<file path="config.mk">
export PLATFORM = sky130hd
export DESIGN_NAME = apb_req_master_flat
export DESIGN_NICKNAME = d
export VERILOG_FILES = /design/src/rtl/apb_req_master_if.sv /design/src/rtl/apb_req_master.sv /design/src/flat_wrapper.sv
export SDC_FILE = /design/constraint.sdc
export NUM_CORES = 1
export LEC_CHECK = 0
export ABC_AREA = 1
export CORE_AREA = 5 5 128 130
export DETAILED_ROUTE_END_ITERATION = 16
export DIE_AREA = 0 0 133 135
export PLACE_DENSITY_LB_ADDON = 0.3
export SLEW_MARGIN = 20
export SYNTH_ARGS = -nofsm -noshare
export SYNTH_HDL_FRONTEND = slang
export SYNTH_SLANG_ARGS = --single-unit
</file>
<file path="constraint.sdc">
create_clock -name clk -period 8 [get_ports clk]
set_clock_uncertainty 0.1 [all_clocks]
set_input_delay 1.6 -clock clk [delete_from_list [all_inputs] [get_ports clk]]
set_output_delay 1.6 -clock clk [all_outputs]
set_load 0.005 [all_outputs]
</file>
<file path="src/rtl/apb_req_master_if.sv">
// apb_req_master_if: request/response channel plus APB3 master signals.
// master modport is the initiator's view; slave modport is the node/testbench view.
interface apb_req_master_if #(
    parameter int APB_ADDR_WIDTH = 32,
    parameter int APB_DATA_WIDTH = 32
);
    logic                      req_valid;
    logic                      req_ready;
    logic                      req_write;
    logic [APB_ADDR_WIDTH-1:0] req_addr;
    logic [APB_DATA_WIDTH-1:0] req_wdata;
    logic                      rsp_valid;
    logic                      rsp_ready;
    logic [APB_DATA_WIDTH-1:0] rsp_rdata;
    logic                      rsp_err;
    logic                      rsp_timeout;
    logic                      psel;
    logic                      penable;
    logic                      pwrite;
    logic [APB_ADDR_WIDTH-1:0] paddr;
    logic [APB_DATA_WIDTH-1:0] pwdata;
    logic [APB_DATA_WIDTH-1:0] prdata;
    logic                      pready;
    logic                      pslverr;
    modport master (
        input  req_valid, req_write, req_addr, req_wdata, rsp_ready, prdata, pready, pslverr,
        output req_ready, rsp_valid, rsp_rdata, rsp_err, rsp_timeout, psel, penable, pwrite, paddr, pwdata
    );
    modport slave (
        output req_valid, req_write, req_addr, req_wdata, rsp_ready, prdata, pready, pslverr,
        input  req_ready, rsp_valid, rsp_rdata, rsp_err, rsp_timeout, psel, penable, pwrite, paddr, pwdata
    );
endinterface

</file>
<file path="src/rtl/apb_req_master.sv">
// apb_req_master: valid/ready request to APB3 master bridge, one transfer in flight,
// with misalignment rejection and an access-phase watchdog.
module apb_req_master #(
    parameter int APB_ADDR_WIDTH = 32,
    parameter int APB_DATA_WIDTH = 32,
    parameter int TIMEOUT_CYCLES = 256
) (
    input logic clk,
    input logic rst,
    apb_req_master_if.master bus
);
    localparam int LSB = APB_DATA_WIDTH > 8 ? $clog2(APB_DATA_WIDTH / 8) : 1;
    localparam int TW = TIMEOUT_CYCLES > 0 ? $clog2(TIMEOUT_CYCLES + 1) : 1;
    localparam logic [TW-1:0] WD_LAST = TW'(TIMEOUT_CYCLES > 0 ? TIMEOUT_CYCLES - 1 : 0);

    typedef enum logic [1:0] {IDLE, SETUP, ACCESS, RESP} state_t;

    state_t        state, state_nxt;
    logic [TW-1:0] wd;
    logic          misaligned, timeout, done, accept;

    assign misaligned = APB_DATA_WIDTH > 8 && |bus.req_addr[LSB-1:0];
    assign timeout    = TIMEOUT_CYCLES != 0 && !bus.pready && wd == WD_LAST;
    assign done       = state == ACCESS && (bus.pready || timeout);
    assign accept     = state == IDLE && bus.req_valid;
    assign bus.req_ready = state == IDLE && !rst;

    always_comb begin
        state_nxt = state;
        case (state)
            IDLE:    state_nxt = bus.req_valid ? (misaligned ? RESP : SETUP) : IDLE;
            SETUP:   state_nxt = ACCESS;
            ACCESS:  state_nxt = done ? RESP : ACCESS;
            RESP:    state_nxt = bus.rsp_ready ? IDLE : RESP;
            default: state_nxt = IDLE;
        endcase
    end

    always_ff @(posedge clk or posedge rst) begin
        if (rst) state <= IDLE;
        else     state <= state_nxt;
    end

    // The APB address/data/write registers double as the request latch.
    always_ff @(posedge clk or posedge rst) begin
        if (rst) begin
            bus.psel        <= 1'b0;
            bus.penable     <= 1'b0;
            bus.pwrite      <= 1'b0;
            bus.paddr       <= '0;
            bus.pwdata      <= '0;
            bus.rsp_valid   <= 1'b0;
            bus.rsp_rdata   <= '0;
            bus.rsp_err     <= 1'b0;
            bus.rsp_timeout <= 1'b0;
            wd              <= '0;
        end else begin
            bus.psel    <= state_nxt == SETUP || state_nxt == ACCESS;
            bus.penable <= state_nxt == ACCESS;
            if (accept && !misaligned) begin
                bus.pwrite <= bus.req_write;
                bus.paddr  <= bus.req_addr;
                bus.pwdata <= bus.req_wdata;
            end else if (done) begin
                bus.pwrite <= 1'b0;
                bus.paddr  <= '0;
                bus.pwdata <= '0;
            end
            if (accept && misaligned) begin
                bus.rsp_valid <= 1'b1;
                bus.rsp_err   <= 1'b1;
            end else if (done) begin
                bus.rsp_valid   <= 1'b1;
                bus.rsp_rdata   <= bus.pready && !bus.pwrite && !bus.pslverr ? bus.prdata : '0;
                bus.rsp_err     <= !bus.pready || bus.pslverr;
                bus.rsp_timeout <= !bus.pready;
            end else if (state == RESP && bus.rsp_ready) begin
                bus.rsp_valid   <= 1'b0;
                bus.rsp_rdata   <= '0;
                bus.rsp_err     <= 1'b0;
                bus.rsp_timeout <= 1'b0;
            end
            wd <= state == SETUP ? '0 : (state == ACCESS && !bus.pready ? wd + 1'b1 : wd);
        end
    end
endmodule

</file>
<file path="src/flat_wrapper.sv">
// flat-port wrapper written by rule: the top's interface ports become plain ports
module apb_req_master_flat 
#(
    parameter int APB_ADDR_WIDTH = 32,
    parameter int APB_DATA_WIDTH = 32,
    parameter int TIMEOUT_CYCLES = 256
)
  (clk, rst, bus_req_valid, bus_req_write, bus_req_addr, bus_req_wdata, bus_rsp_ready, bus_prdata, bus_pready, bus_pslverr, bus_req_ready, bus_rsp_valid, bus_rsp_rdata, bus_rsp_err, bus_rsp_timeout, bus_psel, bus_penable, bus_pwrite, bus_paddr, bus_pwdata);
  apb_req_master_if #(.APB_ADDR_WIDTH(APB_ADDR_WIDTH), .APB_DATA_WIDTH(APB_DATA_WIDTH)) bus_i ();
  input logic clk;
  input logic rst;
  input wire logic [$bits(bus_i.req_valid)-1:0] bus_req_valid;
  input wire logic [$bits(bus_i.req_write)-1:0] bus_req_write;
  input wire logic [$bits(bus_i.req_addr)-1:0] bus_req_addr;
  input wire logic [$bits(bus_i.req_wdata)-1:0] bus_req_wdata;
  input wire logic [$bits(bus_i.rsp_ready)-1:0] bus_rsp_ready;
  input wire logic [$bits(bus_i.prdata)-1:0] bus_prdata;
  input wire logic [$bits(bus_i.pready)-1:0] bus_pready;
  input wire logic [$bits(bus_i.pslverr)-1:0] bus_pslverr;
  output wire logic [$bits(bus_i.req_ready)-1:0] bus_req_ready;
  output wire logic [$bits(bus_i.rsp_valid)-1:0] bus_rsp_valid;
  output wire logic [$bits(bus_i.rsp_rdata)-1:0] bus_rsp_rdata;
  output wire logic [$bits(bus_i.rsp_err)-1:0] bus_rsp_err;
  output wire logic [$bits(bus_i.rsp_timeout)-1:0] bus_rsp_timeout;
  output wire logic [$bits(bus_i.psel)-1:0] bus_psel;
  output wire logic [$bits(bus_i.penable)-1:0] bus_penable;
  output wire logic [$bits(bus_i.pwrite)-1:0] bus_pwrite;
  output wire logic [$bits(bus_i.paddr)-1:0] bus_paddr;
  output wire logic [$bits(bus_i.pwdata)-1:0] bus_pwdata;
  assign bus_i.req_valid = bus_req_valid;
  assign bus_i.req_write = bus_req_write;
  assign bus_i.req_addr = bus_req_addr;
  assign bus_i.req_wdata = bus_req_wdata;
  assign bus_i.rsp_ready = bus_rsp_ready;
  assign bus_i.prdata = bus_prdata;
  assign bus_i.pready = bus_pready;
  assign bus_i.pslverr = bus_pslverr;
  assign bus_req_ready = bus_i.req_ready;
  assign bus_rsp_valid = bus_i.rsp_valid;
  assign bus_rsp_rdata = bus_i.rsp_rdata;
  assign bus_rsp_err = bus_i.rsp_err;
  assign bus_rsp_timeout = bus_i.rsp_timeout;
  assign bus_psel = bus_i.psel;
  assign bus_penable = bus_i.penable;
  assign bus_pwrite = bus_i.pwrite;
  assign bus_paddr = bus_i.paddr;
  assign bus_pwdata = bus_i.pwdata;
  apb_req_master #(.APB_ADDR_WIDTH(APB_ADDR_WIDTH), .APB_DATA_WIDTH(APB_DATA_WIDTH), .TIMEOUT_CYCLES(TIMEOUT_CYCLES)) u_core (.clk(clk), .rst(rst), .bus(bus_i));
endmodule
</file>
==> parameters.txt, run 1 <==
Parameter                              Value

Run status
  Outcome    finished clean

Final layout
  # diodes    0
  Final #Nets    821
  Most common cell after layout, fill and taps aside    sky130_fd_sc_hd__nand2_1
  Fraction of layout instances using a drive strength above 1    0.0565
  Most frequent cells in the layout    sky130_fd_sc_hd__nand2_1, sky130_fd_sc_hd__clkdlybuf4s50_1, sky130_fd_sc_hd__dfrtp_1
  Area growth from synthesis to final layout    57.6%

Floorplanning
  Overall die height    135 µm
  Area inside the core boundary    15000 µm²
  Number of cell rows    45
  Total Die Area    18000 µm²
  Initial cell density of the core    0.313
  Die boundary width    ~130 µm
  Number of top-level design ports    206

Synthesis
  Count of mapped cells out of synthesis    517
  Avg Inst Size Synth    around 9.1 µm²
  Portion of the post-synthesis area used by sequential elements    0.600
  Post-synthesis instance area    4710 µm²
  Synthesis-stage register bit count    113
  Library cells used by synthesis    24
  Number of nets produced by synthesis    ~620
  Warning count from the yosys run    0

Global route
  Wire length of the first global-routing pass    around 22000 µm
  Number of global-route vias before repair    approximately 4400
  Antenna violations before repair    0
  Total grt overflow    0
  Total track usage    0.154
  Largest net degree at the start of global routing    between 60 and 70

Clock tree
  Clock slew seen by the registers of the worst setup and hold paths    0.05 ns
  Cts bufs inserted    17
  Number of buffers between clock root and the deepest sink    2
  Sinks on Clock Net    113
  Number of levels in the clock H-tree    4
  # Post-CTS Setup Buffers    0
  CTS root buf    sky130_fd_sc_hd__clkbuf_16
  Hold buffer count at cts    0
  Quantity of gates resized following cts    0
  CTS tree    done
  Skew-Pair Late Insertion Delay    0.40 ns

Route
  Wire length per cell after detailed routing    around 15 µm
  Number of iterations in the first detailed-routing pass    4
  Vias/cell    4.62
  Detail Route Antenna Nets    0
  Vias    around 4200
  Wire length reported by the detailed router    13700 µm
  Number of DRC violations after detailed-routing iteration 0    between 200 and 250
  Total DRC errors in the routed layout    0

STA
  Highest achievable clock rate    0.225 GHz
  Final-report hold violation count    0
  Final setup viols    0
  Transition at the pin with the smallest max-transition slack    0.728 ns
  Tcrit/Tclk final    0.555
  Max-slew violations    0
  Final worst path period need    4.44 ns
  Unrepaired setup endpoints after global routing    false
  Post-route setup slack    ~3.6 ns
  Worst hold margin    ~0.4 ns
  Total Negative Setup Slacks    0 ns
  Tightest slew margin relative to the limit    0.514

Critical path
  Setup crit start kind    input port
  Worst-path fanout max    2
  Cell repeated most along the worst path    sky130_fd_sc_hd__clkdlybuf4s50_1
  Arrival time reported for the critical path endpoint    between 2 and 3 ns
  Classification of the worst setup path    input port to output pin
  Standard cell with the maximum stage delay on the critical path    sky130_fd_sc_hd__clkdlybuf4s50_1
  Required time at the worst-slack endpoint    6.30 ns
  Crit path largest cell delay    0.52 ns
  R2R depth    11
  List of cells traversed by the critical path    clkdlybuf4s50_1 -> nor3_1 -> clkdlybuf4s50_1
  Category of the worst setup path capture point    output pin

Power
  Pwr per Cell Area    286 nW/µm²
  Worst vdd rail ir drop    0.140 mV
  Leakage power summed over all cells    roughly 3.7 nW

Placement
  Port bufs    a little over 200
  Detail Placement HPWL    just under 10000 µm
  GPL Wtd Cong    around 0.77
  Post-place setup slack    3.54 ns

Flow run
  Max-cap violation count    0

Worst hold path
  Worst hold path class    register to register
  Cells on Worst Hold Path    2
[stage by stage]
step / util / std cells / cell area (µm²) / power, mW
floorplan: - / 517 / 4710 / 1.03
detailed placement: 0.452 / 884 / 6800 / 1.35
global placement: 0.450 / 883 / 6770 / 1.33
CTS: 0.494 / 914 / 7420 / 2.15
finish: 0.494 / 914 / 7420 / 2.12
global route: 0.494 / 914 / 7420 / 2.24
[power breakdown]
part | internal, mW | total (mW) | switching [mW]
Clock | 0.544 | 0.785 | 0.242
Combinational | 0.301 | 0.567 | 0.265
Sequential | 0.691 | 0.769 | 0.0781
Total | 1.54 | 2.12 | 0.585
[synthesized netlist by cell type]
cell	count	area [µm²]
sky130_fd_sc_hd__nor2_2	2	12.5
sky130_fd_sc_hd__inv_4	1	6.26
sky130_fd_sc_hd__nor2_4	1	11.3
sky130_fd_sc_hd__buf_4	3	22.5
sky130_fd_sc_hd__nor2_1	12	45.0
sky130_fd_sc_hd__inv_2	2	7.51
sky130_fd_sc_hd__ha_1	3	37.5
sky130_fd_sc_hd__a21boi_0	1	7.51
sky130_fd_sc_hd__nand3b_1	1	7.51
sky130_fd_sc_hd__o21ai_0	7	35.0
sky130_fd_sc_hd__o211ai_1	2	15.0
sky130_fd_sc_hd__dfrtp_1	113	2830
sky130_fd_sc_hd__nor3_1	2	10.0
sky130_fd_sc_hd__buf_6	16	180
sky130_fd_sc_hd__buf_2	11	55.1
sky130_fd_sc_hd__o31ai_1	1	7.51
sky130_fd_sc_hd__inv_1	16	60.1
sky130_fd_sc_hd__and3_1	1	6.26
sky130_fd_sc_hd__a21oi_1	1	5.00
sky130_fd_sc_hd__nand3_1	104	521
sky130_fd_sc_hd__o22ai_1	1	6.26
sky130_fd_sc_hd__nand2_4	1	11.3
sky130_fd_sc_hd__o21ai_2	1	8.76
sky130_fd_sc_hd__nand2_1	214	803
[state kept, by name, indices dropped and copies added, names as in the netlist]
register / cells
u_core.state: 2
u_core.bus.pwdata: 32
u_core.bus.penable: 1
u_core.wd: 9
u_core.bus.rsp_rdata: 32
u_core.bus.psel: 1
u_core.bus.paddr: 32
u_core.bus.rsp_valid: 1
u_core.bus.rsp_err: 1
u_core.bus.rsp_timeout: 1
u_core.bus.pwrite: 1
[worst paths after layout]
check	endpoint	from	slack, ns
max	bus_req_ready	rst	3.56
min in group asynchronous	u_core.state[0]$_DFF_PP0_	rst	1.59
min reg2reg	u_core.bus.pwdata[1]$_DFFE_PP0P_	u_core.bus.pwdata[1]$_DFFE_PP0P_	0.39
max in group asynchronous	u_core.wd[1]$_DFFE_PP0P_	rst	4.96
max reg2reg	u_core.bus.psel$_DFF_PP0_	u_core.wd[0]$_DFFE_PP0P_	4.89
min	u_core.bus.pwdata[1]$_DFFE_PP0P_	u_core.bus.pwdata[1]$_DFFE_PP0P_	0.39
[kinds of logic (layout without fill, tap and decap cells)]
family,count (synthesis),after routing,share of synthesized area
compound gates,14,14,0.0181
fa+ha+maj,3,3,0.00797
buf+inv,49,258,0.0704
flops,113,113,0.600
simple gates,338,338,0.303
[critical path: cells and delay by family]
family / cells / cell delay (ns)
buf+inv: 2 / 0.98
simple gates: 1 / 0.15
[final cells by class]
cell class	instances	area (µm²)
clock buffer	26	529
clock inverter	4	95.1
fill	1384	7610
inverter	19	76.3
multi-input combinational	355	1560
sequential	113	2830
tap	188	235
timing repair buffer	209	2100
[layer usage]
| layer | vias to the layer above | wire [µm] | track usage |
|---|---|---|---|
| li1 | 2052 | - | - |
| met1 | 2001 | 5710 | 0.185 |
| met4 | 0 | 291 | 0.0670 |
| met3 | 23 | 925 | 0.0510 |
| met2 | 144 | 6790 | 0.252 |
| met5 | - | 0 | 0 |
No activity file was read; power rests on OpenSTA's default activity.
==> run 2: changes to the inputs <==
- clock period: 8 -> 4.5 ns (I/O delays scaled with it)
==> run 2 against run 1 <==
Critical path depth unchanged. Flip-flop and latch count unchanged. Clock power grew 49%. First-iteration DRC count is 10% lower. Hold slack got worse by 0.0026 ns. Worst setup slack lost 2.1 ns. Sequential share of layout area increased by 0.56 points. Power increased by 67%.
==> parameters.txt, run 2 (synthesis gave the netlist of run 1 again) <==
Parameter                              Value

Run status
  Outcome    finished clean

Route
  Wire length per cell after detailed routing    15.1 µm
  Vias/cell    between 4 and 5
  Detail Route Antenna Nets    0
  Number of iterations in the first detailed-routing pass    4
  Number of DRC violations after detailed-routing iteration 0    206
  Vias    4271
  Wire length reported by the detailed router    about 14000 µm
  Total DRC errors in the routed layout    0

Global route
  Total track usage    0.156
  Antenna violations before repair    0
  Largest net degree at the start of global routing    65
  Number of global-route vias before repair    4380
  Wire length of the first global-routing pass    22400 µm
  Total grt overflow    0

Flow run
  Max-cap violation count    0

Final layout
  Register cell area after layout    around 2800 µm²
  Core occupancy in the finished layout    0.487
  Largest registers ranked by flip-flop count    u_core.bus.paddr: 32 flops, u_core.bus.pwdata: 32 flops, u_core.bus.rsp_rdata: 32 flops
  Most frequent cells in the layout    sky130_fd_sc_hd__nand2_1, sky130_fd_sc_hd__clkdlybuf4s50_1, sky130_fd_sc_hd__dfrtp_1
  Area growth from synthesis to final layout    55.3%
  # diodes    0
  Final #Nets    821
  Fraction of layout instances using a drive strength above 1    0.0551
  Most common cell after layout, fill and taps aside    sky130_fd_sc_hd__nand2_1
  Fill cell instance count of the final layout    1411
  Total area of multi-input combinational cells    1560 µm²

Floorplanning
  Number of cell rows    45
  Area inside the core boundary    15000 µm²
  Total Die Area    18000 µm²
  Initial cell density of the core    0.313
  Overall die height    135 µm
  Number of top-level design ports    206
  Die boundary width    133 µm

STA
  Transition at the pin with the smallest max-transition slack    0.743 ns
  Unrepaired setup endpoints after global routing    false
  Highest achievable clock rate    0.331 GHz
  Tightest slew margin relative to the limit    0.505
  Final-report hold violation count    0
  Max-slew violations    0
  Tcrit/Tclk final    0.672
  Final worst path period need    around 3.0 ns
  Total Negative Setup Slacks    0 ns
  Final setup viols    0

Critical path
  Required time at the worst-slack endpoint    ~3.5 ns
  Crit path largest cell delay    around 0.52 ns
  Setup crit start kind    input port
  Standard cell with the maximum stage delay on the critical path    sky130_fd_sc_hd__clkdlybuf4s50_1
  Category of the worst setup path capture point    output pin
  Worst-path fanout max    2
  Classification of the worst setup path    input port to output pin
  Arrival time reported for the critical path endpoint    2.02 ns
  Cell repeated most along the worst path    sky130_fd_sc_hd__clkdlybuf4s50_1
  List of cells traversed by the critical path    clkdlybuf4s50_1 -> nor3_1 -> clkdlybuf4s50_1

Placement
  Detail Placement HPWL    9630 µm
  GPL Wtd Cong    0.807
  Port bufs    205

Clock tree
  Skew-Pair Late Insertion Delay    0.40 ns
  Number of levels in the clock H-tree    4
  Quantity of gates resized following cts    0
  CTS tree    done
  Cts bufs inserted    17
  # Post-CTS Setup Buffers    0
  Hold buffer count at cts    0
  Sinks on Clock Net    113
  Number of buffers between clock root and the deepest sink    2
  Clock slew seen by the registers of the worst setup and hold paths    0.05 ns
  CTS root buf    sky130_fd_sc_hd__clkbuf_16

Power
  Net switching fraction of the power    0.292
  Worst vdd rail ir drop    between 0.2 and 0.25 mV
  Pint    between 2 and 3 mW
  Leakage power summed over all cells    3.62 nW
  Clock Power Share    0.332
  Flop pwr share    0.386
  Pwr per Cell Area    483 nW/µm²
  Total net switching power    1.03 mW
  Fraction of power consumed by combinational cells    0.282

Worst hold path
  Worst hold path class    register to register
==> run 2: final timing paths <==
| kind | depth (start not counted) | to | slack [ns] | startpoint |
|---|---|---|---|---|
| setup / recovery | 3 | bus_req_ready | 1.48 | rst |
| max in group asynchronous | 3 | u_core.wd[8]$_DFFE_PP0P_ | 2.61 | rst |
| hold / removal | 2 | u_core.bus.pwdata[31]$_DFFE_PP0P_ | 0.39 | u_core.bus.pwdata[31]$_DFFE_PP0P_ |
| min in group asynchronous | 2 | u_core.bus.rsp_rdata[6]$_DFFE_PP0P_ | 0.90 | rst |
| hold reg to reg | 2 | u_core.bus.pwdata[31]$_DFFE_PP0P_ | 0.39 | u_core.bus.pwdata[31]$_DFFE_PP0P_ |
| setup reg to reg | 11 | u_core.bus.psel$_DFF_PP0_ | 1.92 | u_core.wd[0]$_DFFE_PP0P_ |
==> run 2: layer usage <==
metal / track usage / wire [µm]
met4: 0.0641 / 285
met1: 0.186 / 5700
met2: 0.258 / 6820
met5: 0 / 0
met3: 0.0533 / 1020
==> run 2: through the flow <==
stage          power (mW)  hold slack, ns  cell area, µm²  setup WS [ns]  std cells
2_1_floorplan        1.84           0.368            4710          0.513        517
6_report             3.53           0.391            7320           1.48        914
3_3_place_gp         2.36           0.381            6790           1.43        884
5_1_grt              3.74           0.419            7320           1.40        914
3_5_place_dp         2.39           0.385            6790           1.39        884
4_1_cts              3.59           0.397            7320           1.46        914
==> run 2: critical path, delay by kind of cell <==
family	cells	cell delay, ns
buffers and inverters	2	0.98
and+or+nand+nor	1	0.14
==> run 2: final cells by class <==
| cell class | count | area share |
|---|---|---|
| Clock inverter | 6 | 0.00445 |
| Clock buffer | 24 | 0.0672 |
| Tap cell | 188 | 0.0322 |
| Timing Repair Buffer | 209 | 0.286 |
| Sequential cell | 113 | 0.387 |
| Inverter | 19 | 0.0104 |
| Multi-Input combinational cell | 355 | 0.213 |
==> run 2: power groups by stage <==
| stage | combinational [mW] | clock [mW] | sequential (mW) |
|---|---|---|---|
| 2_1_floorplan | 0.469 | 0 | 1.37 |
| 3_3_place_gp | 0.990 | 0 | 1.37 |
| 3_5_place_dp | 1.01 | 0 | 1.38 |
| 4_1_cts | 1.02 | 1.21 | 1.37 |
| 5_1_grt | 1.11 | 1.24 | 1.39 |
| 6_report | 0.998 | 1.17 | 1.36 |
